$ cat src/rtl/any1_bus_arbiter.sv
// Two-master round-robin arbiter for a shared 128-bit Wishbone-style slave bus.
// The granted master owns the bus until it drops cyc; stalled slaves get a bus error after a timeout.
module any1_bus_arbiter #(
  parameter int unsigned TIMEOUT = 255
) (
  input  logic         clk_i,
  input  logic         rst_ni,
  input  logic         m0_cyc_i,
  input  logic         m0_stb_i,
  input  logic         m0_we_i,
  input  logic [15:0]  m0_sel_i,
  input  logic [31:0]  m0_adr_i,
  input  logic [127:0] m0_dat_i,
  input  logic [2:0]   m0_cti_i,
  input  logic [1:0]   m0_bte_i,
  input  logic         m1_cyc_i,
  input  logic         m1_stb_i,
  input  logic         m1_we_i,
  input  logic [15:0]  m1_sel_i,
  input  logic [31:0]  m1_adr_i,
  input  logic [127:0] m1_dat_i,
  input  logic [2:0]   m1_cti_i,
  input  logic [1:0]   m1_bte_i,
  output logic         m0_ack_o,
  output logic         m0_err_o,
  output logic         m1_ack_o,
  output logic         m1_err_o,
  output logic [127:0] m_dat_o,
  output logic         s_cyc_o,
  output logic         s_stb_o,
  output logic         s_we_o,
  output logic [15:0]  s_sel_o,
  output logic [31:0]  s_adr_o,
  output logic [127:0] s_dat_o,
  output logic [2:0]   s_cti_o,
  output logic [1:0]   s_bte_o,
  input  logic         s_ack_i,
  input  logic         s_err_i,
  input  logic [127:0] s_dat_i,
  output logic [1:0]   owner_o
);

  typedef enum logic [1:0] {IDLE, BUSY, ABORT} state_t;

  localparam logic [15:0] TMO_LAST = 16'(TIMEOUT - 1);

  state_t      state;
  logic [1:0]  owner;
  logic        last_owner;   // 1 = m1 was the previous owner
  logic [15:0] tmo_cnt;
  logic        busy;
  logic        own_cyc;
  logic        tmo_hit;

  assign busy    = (state == BUSY);
  assign own_cyc = owner[1] ? m1_cyc_i : m0_cyc_i;
  assign tmo_hit = busy && s_stb_o && !s_ack_i && !s_err_i && (tmo_cnt == TMO_LAST);
  assign owner_o = owner;
  assign m_dat_o = s_dat_i;

  // Slave bus mux: only the owner drives the slave, and only while BUSY
  always_comb begin
    s_cyc_o = 1'b0;
    s_stb_o = 1'b0;
    s_we_o  = 1'b0;
    s_sel_o = '0;
    s_adr_o = '0;
    s_dat_o = '0;
    s_cti_o = '0;
    s_bte_o = '0;
    if (busy) begin
      if (owner[1]) begin
        s_cyc_o = m1_cyc_i;
        s_stb_o = m1_stb_i;
        s_we_o  = m1_we_i;
        s_sel_o = m1_sel_i;
        s_adr_o = m1_adr_i;
        s_dat_o = m1_dat_i;
        s_cti_o = m1_cti_i;
        s_bte_o = m1_bte_i;
      end else begin
        s_cyc_o = m0_cyc_i;
        s_stb_o = m0_stb_i;
        s_we_o  = m0_we_i;
        s_sel_o = m0_sel_i;
        s_adr_o = m0_adr_i;
        s_dat_o = m0_dat_i;
        s_cti_o = m0_cti_i;
        s_bte_o = m0_bte_i;
      end
    end
  end

  // Error wins over a simultaneous ack
  assign m0_ack_o = busy && (owner == 2'b01) && s_ack_i && !s_err_i;
  assign m1_ack_o = busy && (owner == 2'b10) && s_ack_i && !s_err_i;
  assign m0_err_o = busy && (owner == 2'b01) && (s_err_i || tmo_hit);
  assign m1_err_o = busy && (owner == 2'b10) && (s_err_i || tmo_hit);

  always_ff @(posedge clk_i or negedge rst_ni) begin
    if (!rst_ni) begin
      state      <= IDLE;
      owner      <= 2'b00;
      last_owner <= 1'b1;
      tmo_cnt    <= '0;
    end else begin
      case (state)
        IDLE: begin
          tmo_cnt <= '0;
          if (m0_cyc_i && m1_cyc_i) begin
            owner <= last_owner ? 2'b01 : 2'b10;
            state <= BUSY;
          end else if (m0_cyc_i) begin
            owner <= 2'b01;
            state <= BUSY;
          end else if (m1_cyc_i) begin
            owner <= 2'b10;
            state <= BUSY;
          end
        end
        BUSY: begin
          if (!own_cyc) begin
            state      <= IDLE;
            owner      <= 2'b00;
            last_owner <= owner[1];
            tmo_cnt    <= '0;
          end else begin
            if (tmo_hit)
              state <= ABORT;
            if (s_ack_i || s_err_i)
              tmo_cnt <= '0;
            else if (s_stb_o)
              tmo_cnt <= tmo_cnt + 16'd1;
          end
        end
        ABORT: begin
          if (!own_cyc) begin
            state      <= IDLE;
            owner      <= 2'b00;
            last_owner <= owner[1];
            tmo_cnt    <= '0;
          end
        end
        default: begin
          state <= IDLE;
          owner <= 2'b00;
        end
      endcase
    end
  end

endmodule

$ cat config.mk
export PLATFORM = sky130hd
export DESIGN_NAME = any1_bus_arbiter
export DESIGN_NICKNAME = d
export VERILOG_FILES = /design/src/rtl/any1_bus_arbiter.sv
export SDC_FILE = /design/constraint.sdc
export NUM_CORES = 1
export LEC_CHECK = 0
export ABC_AREA = 1
export BUFFER_PORTS_ARGS = -buffer_cell sky130_fd_sc_hd__buf_2
export CAP_MARGIN = 20
export CORE_AREA = 2 2 318 320
export DETAILED_ROUTE_END_ITERATION = 8
export DIE_AREA = 0 0 320 322
export SLEW_MARGIN = 0
export SYNTH_ARGS = -nofsm -noshare
export SYNTH_HDL_FRONTEND = slang
export SYNTH_SLANG_ARGS = --single-unit
$ cat constraint.sdc
create_clock -name clk_i -period 1.75 [get_ports clk_i]
set_input_delay 0.0875 -clock clk_i [delete_from_list [all_inputs] [get_ports clk_i]]
set_output_delay 0.0875 -clock clk_i [all_outputs]
set_load 0.03 [all_outputs]
==> metrics.md <==
| Metric | Value |
|---|---|
| Arrival time worst endpoint | 2.01 ns |
| H-tree depth reported by CTS | 1 |
| Port Buffers | 561 |
| Final hold violations | 0 |
| Max_cap viols | 0 |
| Final max-slew violation count | 0 |
| Hold Path End | last_owner$_DFFE_PN1P_ |
| Clock power share | 0.021 |
| Leak pwr | 5.727 nW |
| YS warnings | 0 |
| WL/cell | roughly 29 um |
| Worst setup EP type | primary output |
| Main area contributors after synthesis | a22o_1 37%, buf_4 23%, dfrtp_1 12% |
| R2R depth | 10 |
| Dpl ws | -0.5450 ns |
| Area grow syn2layout | 190.3% |
| Final setup margin | -0.3468 ns |
| Worst setup SP type | register |
| Status | finished, violations left |
| Post-synth top area cell | a22o_1 |
| CTS sink cnt | 21 |
| Part of the power in combinational logic | 0.954 |
| Total congestion overflow | 0 |
| Total negative slack | -42.17 ns |
| Pint | ~12 mW |
| Largest net degree at the start of global routing | 42 |
| Dpl cells | 2311 |
| Final count of negative-setup-slack endpoints | 186 |
| Critical path peak fanout | 12 |
| Synth cell types | 25 |
| Post-synth top area share | 0.3739 |
| Clk root buf | clkbuf_16 |
| Die H | 322 um |
| Synth cell count leaders | 182 x a22o_1, 133 x buf_4, 66 x nand2_1 |
| Flops & latches, synth | 21 |
| Worst hold margin | approximately 0.17 ns |
| Worst slew pin tran | between 0.5 and 0.6 ns |
| Die area | 103000 um2 |
| Sw Ratio | 0.5088 |
| Initial DRC count | 455 |
| Setup CP Type | reg2out |
| Post-synth EDFFs | 0 |
| Core Area | 99570 um2 |
| Clock buffer depth | 2 |
| F_max | 476.9 MHz |
| Cell Area, Synth | 4263 um2 |
| Initial DRT Pass Iterations | 5 |
| Tmin final | 2.097 ns |
| Hold Path Depth | 4 |
| DP HPWL | 58.66 mm |
| Max transition margin | 0.6423 |
| Synthesized Nets | 1089 |
| Period utilization | 1.198 |
| Residual DRC | 0 |
| Failing checks | setup timing |
| CTS clk-pin slew, worst paths | 0.06 ns |
| RSZ-0062 raised after global routing | yes |
| Finished Layout Cells | 2394 |
| Die X | 320 um |
| R2R Path End | tmo_cnt[10]$_DFFE_PN0P_ |
| Vias in the first global route | 7186 |
| Sw Pwr | 12.47 mW |
| TritonCTS clock tree | built |
| Most frequent cell after synthesis | a22o_1 |
| IO Pins | 818 |
| R2r setup slk | 0.10 ns |
| Initial Util | 0.04281 |
| Initial antenna violation count | 76 |
| Post-synth top flop | dfrtp_1 |
| Sequential share of power | 0.025 |
| Post-synthesis async set-or-reset flop share | 1.000 |
| Layout cells sized above 1 | 0.7740 |
| Total CTS buffers | 3 |
| Total Nets Final | between 1500 and 2000 |
| Worst clock skew | a little over 0.007 ns |
| Routability Congestion | 0.9034 |
| GRT Total Usage | 0.1278 |
| Worst vdd ir | 0.0008386 V |
| Reg-to-reg startpoint | state[1]$_DFFE_PN0P_ |
| FP Rows | approximately 120 |
| Post-Route WL | 70.16 mm |
| First-pass GRT wire length | 83.35 mm |
| Seq/Total Area, Yosys | 0.1236 |
| Pwr dens | 1980 nW/um2 |
| Vias per inst | 3.053 |
| Number of routed nets with antenna violations | 0 |
| Post-Syn Area per Cell | 7.324 um2 |
| Worst-Skew Late Latency | 0.26 ns |
| Hold Crit Class | in2reg |
| Worst EP required | 1.66 ns |
| Synth Instances | 582 |
| HP Start | m1_cyc_i |
| Via count | approximately 7300 |
-- routing by layer --
metal,routed length (um),track usage,up-vias
met1,29330,0.1607,3386
li1,-,-,3017
met2,29070,0.1902,703
met3,9399,0.07199,161
met4,2023,0.02358,42
met5,336,0,-
-- cell families (layout without fill, tap and decap cells) --
group                      after synthesis  in the layout  share of synthesized area
DFF                                     21             21                     0.1236
buffers and inverters                  200            692                     0.3011
adders and majority gates                7              7                    0.02054
other                                    0             21                          0
xor gates and xnor gates                 1              1                   0.002055
AOI/OAI and AO/OA                      207            207                     0.4080
and+or+nand+nor                        146            147                     0.1447
-- registers in the layout (all words and copies together) (netlist names) --
name / cells
last_owner: 1
owner_o: 2
state: 2
tmo_cnt: 16
-- critical path: stages, from the launching register on --
cell     delay, ns
dfrtp_1       0.42
ha_4          0.21
nand2_8       0.11
inv_16        0.05
buf_12        0.14
buf_4         0.14
buf_4         0.20
a22o_4        0.31
buf_6         0.15
-- stage by stage --
stage / utilization / instance area (um2) / total power [mW]
final: 0.1243 / 12380 / 24.51
after detailed placement: 0.09112 / 9072 / 16.67
after global routing: 0.1240 / 12350 / 25.43
after CTS: 0.1197 / 11920 / 24.27
after floorplan: - / 4399 / 8.652
after global placement: 0.09112 / 9072 / 16.69
-- cells in the final DEF (no fill, tap or decap), types with 3 or more instances in the layout --
cell type / Yosys / layout
ha_1: 7 / 4
nor2_2: 2 / 4
inv_1: 28 / 25
a22o_1: 182 / 47
buf_2: 27 / 374
dfrtp_1: 20 / 19
nand2_4: 2 / 4
o21ai_0: 6 / 6
clkbuf_16: 0 / 6
buf_6: 0 / 120
diode_2: 0 / 21
buf_12: 0 / 85
nor3_2: 0 / 3
a22o_4: 0 / 123
nor2_1: 41 / 37
nand3_1: 25 / 25
buf_8: 0 / 24
buf_16: 0 / 23
a22o_2: 0 / 12
buf_4: 133 / 26
a21oi_4: 1 / 3
nand2_2: 2 / 4
nand2_1: 66 / 61
a21oi_1: 12 / 10
-- how the worst max path moves through the flow --
stage                     depth (start not counted)      endpoint            startpoint
after detailed placement                          8    s_dat_o[6]  state[1]$_DFFE_PN0P_
after floorplan                                   9      m0_ack_o  state[1]$_DFFE_PN0P_
after global routing                              9  s_dat_o[127]  state[1]$_DFFE_PN0P_
final                                             8  s_dat_o[112]  state[0]$_DFFE_PN0P_
after global placement                            8    s_dat_o[6]  state[1]$_DFFE_PN0P_
after CTS                                         9  s_dat_o[112]  state[1]$_DFFE_PN0P_
-- power groups by stage --
stage          Clock [mW]  Sequential, mW  Combinational (mW)
5_1_grt             0.542           0.630                24.3
2_1_floorplan           0           0.630                8.02
3_3_place_gp            0           0.606                16.1
3_5_place_dp            0           0.606                16.1
4_1_cts             0.520           0.619                23.1
6_report            0.507           0.621                23.4
-- layout make-up --
cell class / count / area [um2]
Tap cell: 1298 / 1624
Sequential cell: 21 / 528.0
Multi-Input combinational cell: 362 / 3702
Timing Repair Buffer: 658 / 6238
Timing Repair inverter: 1 / 20.02
Antenna cell: 21 / 52.55
Inverter: 29 / 127.6
Clock inverter: 1 / 7.507
Clock buffer: 3 / 75.07
Fill cell: 11310 / 87190
-- what timing repair did --
action | 4_1_cts | 5_1_grt
hold endpoints to repair | 20 | 0
setup buffers | 34 | 7
endpoints found under the setup margin | 186 | 200
pin swaps | 109 | 65
hold buffers | 1 | 0
cloned | 21 | 4
resized for setup | 439 | 83
No activity file was read; power rests on OpenSTA's default activity.
